--- src/rtl/display_scan_controller.sv ---
// Purpose: binary-to-BCD conversion (double dabble) feeding a 4-digit multiplexed 7-segment scan.
// Latency: digits update NUM_BITS cycles after an accepted load; an/seg register one cycle after index/digits.
// Backpressure: load is ignored (not queued) while busy is high; the scan free-runs regardless.
module display_scan_controller #(
  parameter int unsigned REFRESH_DIV = 100000,
  parameter int unsigned NUM_BITS    = 14
) (
  input  logic                clk,
  input  logic                rst_n,
  input  logic [NUM_BITS-1:0] value,
  input  logic                load,
  input  logic                blank_lz,
  output logic                busy,
  output logic [3:0]          an,
  output logic [6:0]          seg,
  output logic                dp
);

  localparam int unsigned CNT_W  = $clog2(REFRESH_DIV);
  localparam int unsigned ITER_W = $clog2(NUM_BITS + 1);
  localparam int unsigned SR_W   = NUM_BITS + 16;

  localparam logic [CNT_W-1:0]      CNT_MAX   = CNT_W'(REFRESH_DIV - 1);
  localparam logic [ITER_W-1:0]     ITER_LAST = ITER_W'(NUM_BITS - 1);
  localparam logic [NUM_BITS+13:0]  SAT_WIDE  = (NUM_BITS + 14)'(9999);

  typedef enum logic {IDLE, CONV} state_t;

  state_t              state_q, state_d;
  logic [ITER_W-1:0]   iter_q, iter_d;
  logic [SR_W-1:0]     sr_q, sr_d;
  logic [3:0][3:0]     digits_q, digits_d;
  logic [CNT_W-1:0]    refresh_q, refresh_d;
  logic [1:0]          index_q, index_d;
  logic [3:0]          an_q, an_d;
  logic [6:0]          seg_q, seg_d;

  // FSM strobes
  logic capture_en;
  logic iter_en;
  logic last_iter;

  // Datapath helpers
  logic [NUM_BITS+13:0] value_wide;
  logic [NUM_BITS-1:0]  cap_val;
  logic [SR_W-1:0]      sr_adj;
  logic [SR_W-1:0]      sr_shift;
  logic                 blank_cur;

  function automatic logic [6:0] seg_pat(input logic [3:0] d);
    logic [6:0] p;
    case (d)
      4'd0:    p = 7'b1000000;
      4'd1:    p = 7'b1111001;
      4'd2:    p = 7'b0100100;
      4'd3:    p = 7'b0110000;
      4'd4:    p = 7'b0011001;
      4'd5:    p = 7'b0010010;
      4'd6:    p = 7'b0000010;
      4'd7:    p = 7'b1111000;
      4'd8:    p = 7'b0000000;
      4'd9:    p = 7'b0010000;
      default: p = 7'b1111111;
    endcase
    return p;
  endfunction

  // FSM state register
  always_ff @(posedge clk or negedge rst_n) begin
    if (!rst_n) begin
      state_q <= IDLE;
    end else begin
      state_q <= state_d;
    end
  end

  // FSM next state: accept a load in IDLE, leave CONV after the last iteration
  always_comb begin
    state_d = state_q;
    case (state_q)
      IDLE:    if (load) state_d = CONV;
      CONV:    if (iter_q == ITER_LAST) state_d = IDLE;
      default: state_d = IDLE;
    endcase
  end

  // FSM outputs: busy flag and datapath strobes
  always_comb begin
    busy       = 1'b0;
    capture_en = 1'b0;
    iter_en    = 1'b0;
    last_iter  = 1'b0;
    case (state_q)
      IDLE: capture_en = load;
      CONV: begin
        busy      = 1'b1;
        iter_en   = 1'b1;
        last_iter = (iter_q == ITER_LAST);
      end
      default: ;
    endcase
  end

  // Conversion datapath: saturating capture, add-3 adjust then shift, digits commit on the last shift
  always_comb begin
    value_wide = {14'b0, value};
    cap_val    = (value_wide > SAT_WIDE) ? SAT_WIDE[NUM_BITS-1:0] : value;

    sr_adj = sr_q;
    for (int i = 0; i < 4; i++) begin
      if (sr_q[NUM_BITS + 4*i +: 4] >= 4'd5) begin
        sr_adj[NUM_BITS + 4*i +: 4] = sr_q[NUM_BITS + 4*i +: 4] + 4'd3;
      end
    end
    sr_shift = sr_adj << 1;

    sr_d     = sr_q;
    iter_d   = iter_q;
    digits_d = digits_q;
    if (capture_en) begin
      sr_d   = {16'b0, cap_val};
      iter_d = '0;
    end else if (iter_en) begin
      sr_d   = sr_shift;
      iter_d = iter_q + ITER_W'(1);
      if (last_iter) begin
        digits_d = sr_shift[SR_W-1 -: 16];
      end
    end
  end

  // Scan: free-running refresh divider, digit index, and registered an/seg from the same index
  always_comb begin
    if (refresh_q == CNT_MAX) begin
      refresh_d = '0;
      index_d   = index_q + 2'd1;
    end else begin
      refresh_d = refresh_q + CNT_W'(1);
      index_d   = index_q;
    end

    case (index_q)
      2'd3:    blank_cur = (digits_q[3] == 4'd0);
      2'd2:    blank_cur = (digits_q[3] == 4'd0) && (digits_q[2] == 4'd0);
      2'd1:    blank_cur = (digits_q[3] == 4'd0) && (digits_q[2] == 4'd0) && (digits_q[1] == 4'd0);
      default: blank_cur = 1'b0;
    endcase

    an_d  = ~(4'b0001 << index_q);
    seg_d = (blank_lz && blank_cur) ? 7'b1111111 : seg_pat(digits_q[index_q]);
  end

  // Datapath and scan registers
  always_ff @(posedge clk or negedge rst_n) begin
    if (!rst_n) begin
      iter_q    <= '0;
      sr_q      <= '0;
      digits_q  <= '0;
      refresh_q <= '0;
      index_q   <= 2'd0;
      an_q      <= 4'b1110;
      seg_q     <= 7'b1000000;
    end else begin
      iter_q    <= iter_d;
      sr_q      <= sr_d;
      digits_q  <= digits_d;
      refresh_q <= refresh_d;
      index_q   <= index_d;
      an_q      <= an_d;
      seg_q     <= seg_d;
    end
  end

  assign an  = an_q;
  assign seg = seg_q;
  assign dp  = 1'b1;

endmodule

--- config.mk ---
export PLATFORM = sky130hd
export DESIGN_NAME = display_scan_controller
export DESIGN_NICKNAME = d
export VERILOG_FILES = /design/src/rtl/display_scan_controller.sv
export SDC_FILE = /design/constraint.sdc
export NUM_CORES = 1
export LEC_CHECK = 0
export ABC_AREA = 1
export ABC_CLOCK_PERIOD_IN_PS = 1750
export BUFFER_PORTS_ARGS = -buffer_cell sky130_fd_sc_hd__buf_4
export CAP_MARGIN = 20
export CORE_MARGIN = 8
export CORE_UTILIZATION = 45
export CTS_CLUSTER_SIZE = 14
export DETAILED_ROUTE_END_ITERATION = 10
export PLACE_DENSITY = 0.7
export SETUP_SLACK_MARGIN = 0.05
export SYNTH_ARGS = -nofsm -noshare
export SYNTH_HDL_FRONTEND = slang
export SYNTH_SLANG_ARGS = --single-unit
--- constraint.sdc ---
create_clock -name clk -period 1.75 [get_ports clk]
set_input_delay 0.0875 -clock clk [delete_from_list [all_inputs] [get_ports clk]]
set_output_delay 0.0875 -clock clk [all_outputs]
set_load 0.005 [all_outputs]
After elaboration in Yosys (flattened, before gate mapping)
Memory sizes are Yosys's and may differ from the RTL's.
Cells that the tools add are included.
Widths: inputs -> output; s select.
- register bits after elaboration: 81
- latch bits: 0
- memory bits (writable): 0
- ROM bits: 112
- bits of input ports: 18
- logic and storage cells: 62
- memories: 1
- memory list (name ; depth ; bits a word ; read ports ; clocked after Yosys merged registers in ; write ports ; RTL line ; RTL):
    (no name shown) ; 16 ; 7 ; 1 ; 0 ; 0 ; 52 ; case (d)
- $add $sub $neg: 7
- multipliers: 0
- div/mod/pow operators: 0
- order comparisons: 6
- eq/ne operators: 5
- shift operators: 1
- multiplexer cells: 20
- bitwise gates (word level): 3
- reduce and logical (&&, ||, !) cells: 8
- operators by type and width (cell ; number):
    $mux 30 ; 2
    $mux 4 ; 6
    $add 17x1->17 const B ; 1
    $eq 17x17->1 const B ; 1
    $mux 17 ; 1
    $ge 4x3->1 const B ; 4
    $gt 14x14->1 const B ; 1
    $mux 14 ; 1
    $add 4x2->4 const B ; 3
    $logic_not 4->1 ; 3
    $bmux 4 s2 ; 1
    $mux 7 ; 1
    $mux 1 ; 5
    $add 4x1->4 const B ; 1
    $eq 2x2->1 const B ; 2
    $eq 4x4->1 const B ; 1
    $not 4->4 ; 1
    $shl 1x2->4 const A ; 1
    $add 3x2->3 const B ; 1
    $logic_and 1x1->1 ; 3
    $lt 2x3->1 const B ; 1
    $mux 3 ; 1
    $pmux 1 s3 ; 1
    $reduce_and 3->1 ; 1
    5 further kinds ; 6

Logic depth before layout (Yosys ltp)
Gate-level depths: netlist of run 1.
- depth in word-level cells: 6
- mapped depth: 12
- mapped depth without buffers: 10

Worst setup path after synthesis of run 1
Ideal clock, no wire load.
- path type: register to register
- start: register index_q[0]
- end: register seg_q[3] (netlist: seg[3])
- setup time: 0.132 ns
- arrival: 1.466 ns
- required time: 1.618 ns
- path slack: 0.152 ns
- cell stages (with the launch flop): 11
- path buffers: 2
- period minus slack after synthesis: 1.598 ns
- cell sequence: dfrtp_1 > buf_6 > inv_4 > buf_8 > nand2_2 > nand3_1 > nand2_1 > ha_1 > nand3_1 > nand3_1 > nand3_1
- longest elaborated chain between the ends: 4
- elaborated cells between the ends (all ways): 9
- ends and longest elaborated chain (what ; RTL line ; RTL):
    from (decl) ; 34 ; logic [1:0] index_q, index_d;
    from (signal assigned) ; 168 ; index_q <= index_d;
    $bmux 4 s2, or another cell as far along ; 150 ; seg_d = (blank_lz && blank_cur) ? 7'b1111111 : seg_pat(digits_q[index_q]);
    $mux 4 (not written as such) or $pmux 1 s3 (tied branches) ; 150, 142 ;
    $mem_v2 16x7 or $logic_and 1x1->1 (tied branches) ; -- ;
    $mux 7 (*) ; 150 ;
    net seg_d[3] ; 36 ; logic [6:0] seg_q, seg_d;
    to (signal assigned) ; 170 ; seg_q <= seg_d;
    to (decl) ; 36 ;
The timed path passes the listed nets; every way through them passes the cells marked *. The select of a mux whose other input is x is not followed.
A chain may end at the register's enable or synchronous reset.

Worst setup path after layout of run 1
- start: register index_q[0]
- end: register seg_q[5] (netlist: seg[5])
Same word-level chain as after synthesis.

==> flow_summary.yaml, run 1 <==
cts:
  tritoncts: "yes"
  clock-sinks: 81
  clkTransAtPathRegs_ns: 0.09
  insertion_delay_ns: 0.36
  numCtsBuffers: 9
  cts_max_level: 3
  clockBufferDepth: 2
  root_buffer: "clkbuf_8"
synth:
  synthArstFlopShare_pct: 100
  synthTopCellsByCount: "nand2_1, dfrtp_1, inv_1, nand3_1, nor2_1"
  synthCells: 526
  seq_area_frac_synth_pct: 47.3
  postSynthAreaPerCell_sq_um: 8.18
  yosys.area.top_type: "dfrtp_1"
  synth_top_area_share_pct: 44.8
  synth_enable_flop_cells: 0
  synth_area_sq_um: 4300
  yosysWarnings: 0
  synth_cell_types: 35
  synth_fp_nets: 565
  ys_dominant_reg_cell: "dfrtp_1"
  synthTopCellsByArea: "dfrtp_1, nand2_1, ha_1, inv_1, nand3_1"
  yosys_register_bits: 81
  synth_most_common_cell: "nand2_1"
die:
  rows: 35
  die_w_um: 114
  io_pins: 31
  die_h_um: 114
  core_area_sq_um: 9240
  start_util_pct: 46.5
  die-area_sq_um: 12900
sta:
  hold_viol: 0
  slew_viol_final: 0
  max_freq_mhz: 643
  fin_crit_ns: 1.55
  worst_pin_slew_ns: 0.524
  max_slew_margin_pct: 65.1
  setup_violations: 0
  fin_skew_ns: 0.0174
  fin_setup_tns_ns: 0
  min_period_over_period_pct: 88.9
  rsz0062_at_grt: "no"
worst_setup_path:
  r2r_end: "seg[5]$_DFF_PN0_"
  critPathLaunchType: "flop"
  cp.arrival_ns: 1.79
  cp.required_ns: 1.99
  crit_type: "reg -> reg"
  ff2ff_setup_slack_ns: 0.20
  crit_path_max_fanout: 7
  reg2regPathDepth: 8
  end_kind: "flop"
  r2r_start: "index_q[0]$_DFFE_PN0N_"
drt:
  wire_per_inst_um: 12.1
  totalWireLength_mm: 8.61
  met2_length_mm: 4.01
  first_pass_iters: 4
  drt_iter0_drc: 119
  antenna_left: 0
  top_layer_used: "met4"
  dr_wl_met3_um: 304
  viasPerCell: 4.89
  vias: 3477
  wl_met1_mm: 4.15
  drcViolationCount: 0
finish:
  diodes: 0
  drive_gt1_share_pct: 16.2
  fin_nets: 616
  area_delta_synth_final_pct: 16.9
grt:
  grt_pass1_vias: 3281
  grt_pass1_wl_mm: 15.2
  grt_max_degree: 43
  antenna_found_initial: 0
  overflow: 0
  grt_use_total_pct: 14.3
power_and_ir_drop:
  power.density_nw_per_um2: 1390
  power.total_mw: 7.00
  leakagePower_nw: 2.57
  peakVddDrop_mv: 0.785
status:
  status: "finished clean"
worst_hold_path:
  hold_depth: 5
  hold_class: "in -> reg"
  hold_end: "sr_q[8]$_DFFE_PN0P_"
  hp-start: "value[8]"
job:
  cap_violations: 0
placed_design:
  place_hpwl_mm: 6.40
  portBuffers: 29
  gp_congestion: 0.858
## layout by cell type, fill, tap and decap left out, types with 3 or more instances in the layout
cell type      count
a22oi_1           12
nor2_2             5
dfrtp_1           75
o21ai_0           36
nand2_4            5
inv_1             62
xor2_1            10
nor2_1            41
nand3_1           42
inv_6              3
clkbuf_8           9
nand4_1            6
o21ai_1            4
a31oi_1            3
nand3_2            3
inv_2              4
clkinvlp_4         4
dfstp_2            4
ha_1              21
nand2_2            8
nand3b_1           3
buf_4             40
dlygate4sd3_1     11
nand2_1          147
o22ai_1            7
## per-stage QoR
step	utilization, %	hold WS, ns	instances	area, sq um	setup slack, ns
floorplan	-	-0.208	526	4300	0.152
global placement	50.7	0.103	681	4680	0.0932
detailed placement	50.7	0.105	681	4680	-0.0109
CTS	54.1	0.00261	708	5000	0.0921
global route	54.4	0.0165	711	5030	0.0409
finish	54.4	0.0206	711	5030	0.195
## logic make-up (layout without fill, tap and decap cells)
logic type                 after synthesis  after routing  share of synthesized area [%]
and+or+nand+nor                        265            265                           27.5
AOI/OAI and AO/OA                       65             65                           8.73
xor gates and xnor gates                11             11                           2.24
buffers and inverters                   82            138                           8.06
adders and majority gates               21             21                           6.11
other                                    1              1                         0.0872
DFF                                     81             81                           47.3
## per-layer routing
metal / track usage (%) / up-vias
li1: - / 1788
met1: 18.7 / 1613
met2: 22.8 / 65
met3: 2.75 / 11
met4: 5.95 / 0
met5: 0 / -
## registers in the layout, summed over array words and instances (netlist names)
name,cells
refresh_q,17
index_q,2
sr_q,30
iter_q,4
an,4
seg,7
state_q,1
digits_q,16
## power by group
group          total, mW  switching, mW  internal, mW
Clock               1.38          0.710         0.668
Sequential          2.93          0.432          2.50
Combinational       2.69           1.60          1.08
## cell type report
cell class / count / area (sq um)
Timing Repair Buffer: 53 / 435
Clock inverter: 7 / 77.6
Clock buffer: 9 / 124
Sequential cell: 81 / 2030
Multi-Input combinational cell: 363 / 1930
Fill cell: 852 / 4210
Inverter: 69 / 268
Tap cell: 129 / 161
## critical path, stage by stage, from the launching register on
cell and delay (ns):
dfrtp_2 0.46, buf_2 0.20, nand2_1 0.06, nand3_1 0.07
nand2_1 0.11, ha_1 0.21, nand3b_1 0.16, nand3_1 0.09
nand3_1 0.07
## timing repair
item	4_1_cts	5_1_grt
hold buffers	11	0
buffers inserted	0	3
endpoints found under the hold margin	46	0
resized for setup	1	6
setup endpoints to repair	4	7
## worst max path at each step
stage                                      start               end  cells after the start
after floorplan           index_q[0]$_DFFE_PN0N_  seg[3]$_DFF_PN0_                     10
after global placement    index_q[0]$_DFFE_PN0N_  seg[5]$_DFF_PN0_                      9
after detailed placement  index_q[0]$_DFFE_PN0N_  seg[5]$_DFF_PN0_                      9
after CTS                 index_q[0]$_DFFE_PN0N_  seg[3]$_DFF_PN0_                      8
after global routing      index_q[0]$_DFFE_PN0N_  seg[5]$_DFF_PN0_                      8
final                     index_q[0]$_DFFE_PN0N_  seg[5]$_DFF_PN0_                      8
(Power assumes the default switching activity.)
==> run 2: changes to the inputs <==
--- a/config.mk
+++ b/config.mk
@@ -9,11 +9,14 @@
 export ABC_CLOCK_PERIOD_IN_PS = 1750
 export BUFFER_PORTS_ARGS = -buffer_cell sky130_fd_sc_hd__buf_4
 export CAP_MARGIN = 20
+export CELL_PAD_IN_SITES_DETAIL_PLACEMENT = 1
+export CELL_PAD_IN_SITES_GLOBAL_PLACEMENT = 2
 export CORE_MARGIN = 8
-export CORE_UTILIZATION = 45
+export CORE_UTILIZATION = 36
 export CTS_CLUSTER_SIZE = 14
 export DETAILED_ROUTE_END_ITERATION = 10
-export PLACE_DENSITY = 0.7
+export GPL_ROUTABILITY_DRIVEN = 0
+export PLACE_DENSITY = 0.87
 export SETUP_SLACK_MARGIN = 0.05
 export SYNTH_ARGS = -nofsm -noshare
 export SYNTH_HDL_FRONTEND = slang
==> flow_summary.yaml, run 2 (synthesis results as in run 1) <==
status:
  status: "finished clean"
worst_hold_path:
  hold_class: "in -> reg"
  hp-start: "value[11]"
placed_design:
  dp.cells: 700
  portBuffers: 29
  place_hpwl_mm: 7.88
cts:
  root_buffer: "clkbuf_16"
  clockBufferDepth: 2
  clock-sinks: 81
  numCtsBuffers: 9
  post_cts_buffers: 0
  clkTransAtPathRegs_ns: 0.06
  insertion_delay_ns: 0.34
  cts_max_level: 3
  tritoncts: "yes"
finish:
  drive_gt1_share_pct: 15.7
  diodes: 0
  reg.largest.list: "sr_q: 30 flops, refresh_q: 17 flops, digits_q: 16 flops"
  final_core_util_pct: 43.1
  largest_register: "sr_q"
  area_delta_synth_final_pct: 18.3
  fin_nets: 608
  stdcell_count: 721
  most-common-layout-cells: "nand2_1, dfrtp_1, inv_1"
  largest_reg_flops: 30
  layout_commonest_cell: "nand2_1"
grt:
  grt_use_total_pct: 14.3
  grt_pass1_wl_mm: 18.5
  grt_max_degree: 37
  overflow: 0
  grt_pass1_vias: 3787
  antenna_found_initial: 0
sta:
  fin_setup_tns_ns: 0
  fin_skew_ns: 0.00568
  min_period_over_period_pct: 88.7
  setup_violations: 0
  max_freq_mhz: 644
  hold_viol: 0
  timing.hold.ws_ns: 0.0147
  slew_viol_final: 0
  fin_crit_ns: 1.55
  rsz0062_at_grt: "yes"
drt:
  antenna_left: 0
  wire_per_inst_um: 14.6
  drt_iter0_drc: 188
  viasPerCell: 4.96
  totalWireLength_mm: 10.5
  vias: 3579
  first_pass_iters: 6
  drcViolationCount: 0
die:
  die-area_sq_um: 15700
  core_area_sq_um: 11800
  rows: 40
  io_pins: 31
  start_util_pct: 36.4
  die_h_um: 125
  die_w_um: 125
worst_setup_path:
  crit_path_max_fanout: 11
  r2r_start: "index_q[0]$_DFFE_PN0N_"
  crit_type: "reg -> reg"
  critPathLaunchType: "flop"
  cp.arrival_ns: 1.77
  cp.required_ns: 1.97
  critPathLaunch: "index_q[0]$_DFFE_PN0N_"
  end_kind: "flop"
power_and_ir_drop:
  leakagePower_nw: 2.60
  peakVddDrop_mv: 0.715
  power.density_nw_per_um2: 1520
job:
  cap_violations: 0
## run 2: cell count changes in the layout (fill, tap and decap cells not counted), moves of 2 or more
cell           change
clkinvlp_4         -4
inv_6              -2
clkbuf_8           -6
clkbuf_1           +2
clkbuf_16          +9
dlygate4sd3_1      -6
## run 2: metal layers
metal,vias up,global-route usage (%),share of wire (%)
li1,1761,-,-
met1,1762,18.4,48
met2,44,23.0,48
met3,12,2.80,2.8
met4,0,5.59,1.6
met5,-,0,0
## run 2: worst max-delay path, stage by stage (launching register included)
cell	delay [ns]
dfrtp_2	0.48
inv_6	0.12
nand2_2	0.06
nand3_1	0.07
nand2_1	0.13
ha_1	0.31
nand3_1	0.10
nand3_1	0.10
nand3_1	0.07
## run 2: what timing repair did
| action | in CTS | in global routing |
|---|---|---|
| endpoints found under the hold margin | 36 | 0 |
| resized for setup | 0 | 6 |
| hold buffers | 5 | 0 |
| endpoints found under the setup margin | 0 | 7 |
## run 2: worst paths after layout
| kind | to | slack, ns | cells after the start |
|---|---|---|---|
| setup reg to reg | seg[3]$_DFF_PN0_ | 0.20 | 8 |
| hold / removal | sr_q[11]$_DFFE_PN0P_ | 0.01 | 3 |
| min in group asynchronous | refresh_q[13]$_DFF_PN0_ | 0.24 | 2 |
| hold reg to reg | refresh_q[0]$_DFF_PN0_ | 0.48 | 1 |
| max in group asynchronous | sr_q[13]$_DFFE_PN0P_ | 0.90 | 3 |
| setup / recovery | seg[3]$_DFF_PN0_ | 0.20 | 8 |
## run 2: through the flow
stage,power (mW),worst slack [ns],instance area (sq um)
after floorplan,4.81,0.152,4300
after detailed placement,5.79,0.0755,4710
final,7.73,0.197,5090
after CTS,7.82,0.0634,5070
after global placement,5.61,0.181,4710
after global routing,8.35,0.0417,5090
## run 2: final cells by class
class / count / area (sq um)
sequential: 81 / 2030
clock inverter: 2 / 35.0
clock buffer: 14 / 274
tap: 147 / 184
timing repair buffer: 45 / 363
fill: 1414 / 6720
inverter: 69 / 268
multi-input combinational: 363 / 1930
## run 2: where the power goes
| part | switching [mW] | leakage [nW] | total [mW] | internal (mW) |
|---|---|---|---|---|
| combinational | 1.71 | 1.43 | 2.78 | 1.07 |
| clock | 0.740 | 0.153 | 1.96 | 1.22 |
| sequential | 0.476 | 1.02 | 2.98 | 2.51 |
| total | 2.92 | 2.60 | 7.73 | 4.80 |
==> run 3: changes to the inputs <==
--- a/config.mk
+++ b/config.mk
@@ -10,12 +10,13 @@
 export BUFFER_PORTS_ARGS = -buffer_cell sky130_fd_sc_hd__buf_4
 export CAP_MARGIN = 20
 export CELL_PAD_IN_SITES_DETAIL_PLACEMENT = 1
-export CELL_PAD_IN_SITES_GLOBAL_PLACEMENT = 2
+export CELL_PAD_IN_SITES_GLOBAL_PLACEMENT = 1
 export CORE_MARGIN = 8
-export CORE_UTILIZATION = 36
+export CORE_UTILIZATION = 45
 export CTS_CLUSTER_SIZE = 14
 export DETAILED_ROUTE_END_ITERATION = 10
 export GPL_ROUTABILITY_DRIVEN = 0
+export GPL_TIMING_DRIVEN = 0
 export PLACE_DENSITY = 0.87
 export SETUP_SLACK_MARGIN = 0.05
 export SYNTH_ARGS = -nofsm -noshare
==> flow_summary.yaml, run 3 (synthesis results as in run 1) <==
status:
  status: "finished clean"
worst_hold_path:
  hold_class: "in -> reg"
  hp-start: "value[0]"
  hold_end: "sr_q[0]$_DFFE_PN0P_"
  hold_depth: 5
grt:
  grt_pass1_vias: 4080
  antenna_found_initial: 0
  grt_max_degree: 82
  grt_use_total_pct: 19.0
  grt_pass1_wl_mm: 19.7
  overflow: 0
power_and_ir_drop:
  switching_power_mw: 3.48
  clkPwrFrac_pct: 19.2
  power_frac_comb_pct: 42.1
  seqPwrFrac_pct: 38.7
  power.total_mw: 7.84
  power.density_nw_per_um2: 1500
  p_int_mw: 4.36
  leakagePower_nw: 2.66
  peakVddDrop_mv: 0.667
  switching_share_pct: 44.4
drt:
  totalWireLength_mm: 13.7
  antenna_left: 0
  drcViolationCount: 0
  wire_per_inst_um: 19.1
  viasPerCell: 5.43
  first_pass_iters: 4
  drt_iter0_drc: 260
  vias: 3886
sta:
  worst_pin_slew_ns: 0.606
  hold_viol: 0
  fin_ws_ns: 0.0243
  fin_skew_ns: 0.0170
  min_period_over_period_pct: 98.6
  max_freq_mhz: 579
  fin_setup_tns_ns: 0
  timing.hold.ws_ns: 0.0226
  rsz0062_at_grt: "yes"
  slew_viol_final: 0
  fin_crit_ns: 1.73
  max_slew_margin_pct: 59.6
  setup_violations: 0
finish:
  largest_register: "sr_q"
  diodes: 0
  most-common-layout-cells: "nand2_1, dfrtp_1, inv_1"
  layout_commonest_cell: "nand2_1"
  n_fill_cell: 1119
  largest_reg_flops: 30
  fin_nets: 621
  multi_input_area_sq_um: 2090
  reg.largest.list: "sr_q: 30 flops, refresh_q: 17 flops, digits_q: 16 flops"
  design_area_sq_um: 5230
  final_core_util_pct: 56.6
  area_delta_synth_final_pct: 21.6
  drive_gt1_share_pct: 20.6
  stdcell_count: 716
  seq_area_sq_um: 2030
job:
  cap_violations: 0
placed_design:
  place_hpwl_mm: 8.36
  dp_slack_ns: -0.110
  postPlaceCellArea_sq_um: 4680
  dp.cells: 684
  portBuffers: 29
worst_setup_path:
  cp.required_ns: 1.99
  ff2ff_setup_slack_ns: 0.02
  r2r_end: "digits_q[2]$_DFFE_PN0P_"
  cp.arrival_ns: 1.96
  cp_num_buf_inv: 2
  end_kind: "flop"
  critPathLaunchType: "flop"
  crit_type: "reg -> reg"
  cp_slowest_cell: "dfrtp_1"
  path_cells: "inv_1 > ha_1 > inv_1 > nand2_1 > nand3_1 > o21ai_0 > o21ai_0"
  r2r_start: "sr_q[15]$_DFFE_PN0P_"
  crit_family: "compound AO/OA/AOI/OAI gates"
  crit_path_max_fanout: 3
  max_stage_delay_ns: 0.43
  reg2regPathDepth: 7
die:
  die_h_um: 114
  rows: 35
  die-area_sq_um: 12900
  io_pins: 31
  die_w_um: 114
  core_area_sq_um: 9240
  start_util_pct: 46.5
cts:
  clkTransAtPathRegs_ns: 0.10
  clockBufferDepth: 2
  tritoncts: "yes"
  insertion_delay_ns: 0.37
  numCtsBuffers: 9
  clock-sinks: 81
  root_buffer: "clkbuf_8"
  cts_max_level: 3
[run 3: cell types whose count changed in the layout (fill, tap and decap cells not counted), sizes merged]
cell / delta
clkinv: +1
dlygate4sd3: +4
buf: +7
inv: +4
clkbuf: -3
[run 3: how the worst max path moves through the flow]
stage,start,end,slack [ns],depth (start not counted)
floorplan,index_q[0]$_DFFE_PN0N_,seg[3]$_DFF_PN0_,0.15,10
global placement,index_q[0]$_DFFE_PN0N_,seg[3]$_DFF_PN0_,-0.01,10
detailed placement,index_q[0]$_DFFE_PN0N_,seg[3]$_DFF_PN0_,-0.11,10
CTS,index_q[0]$_DFFE_PN0N_,seg[3]$_DFF_PN0_,0.01,10
global route,index_q[1]$_DFFE_PN0N_,seg[4]$_DFF_PN0_,-0.07,10
finish,sr_q[15]$_DFFE_PN0P_,digits_q[2]$_DFFE_PN0P_,0.02,7
[run 3: final cells by class]
type	instances	share of cell area, %
multi-input cells	363	39.9
plain buffers	13	1.70
clock buffers	9	2.37
clock inverters	7	1.63
inverters	69	5.07
flip-flops and latches	81	38.9
repair buffers	45	7.35
well taps	129	3.09
[run 3: what timing repair did]
action,4_1_cts,5_1_grt
setup buffers,4,2
pin swaps,2,6
hold buffers,8,1
endpoints found under the hold margin,84,1
resized for setup,3,39
endpoints found under the setup margin,7,12
[run 3: tightest hold or removal path, cell delays in order]
cell	delay, ns
buf_4	0.07
inv_1	0.03
nand2_1	0.07
nand2_1	0.05
nand2_1	0.05
[run 3: routing by layer]
layer  up-vias  global-route usage (%)  share of wire, %
met2        91                    33.7                52
met1      1969                    22.5                41
met4         0                    6.22               2.8
met3        32                    3.75               3.8
li1       1794                       -                 -
met5         -                       0                 0
[run 3: power groups by stage]
stage	sequential [mW]	combinational, mW	clock, mW
after floorplan	2.86	1.94	0
after global placement	2.94	2.60	0
after detailed placement	2.99	2.86	0
after CTS	2.96	2.96	1.49
after global routing	3.09	3.67	1.57
final	3.04	3.30	1.50
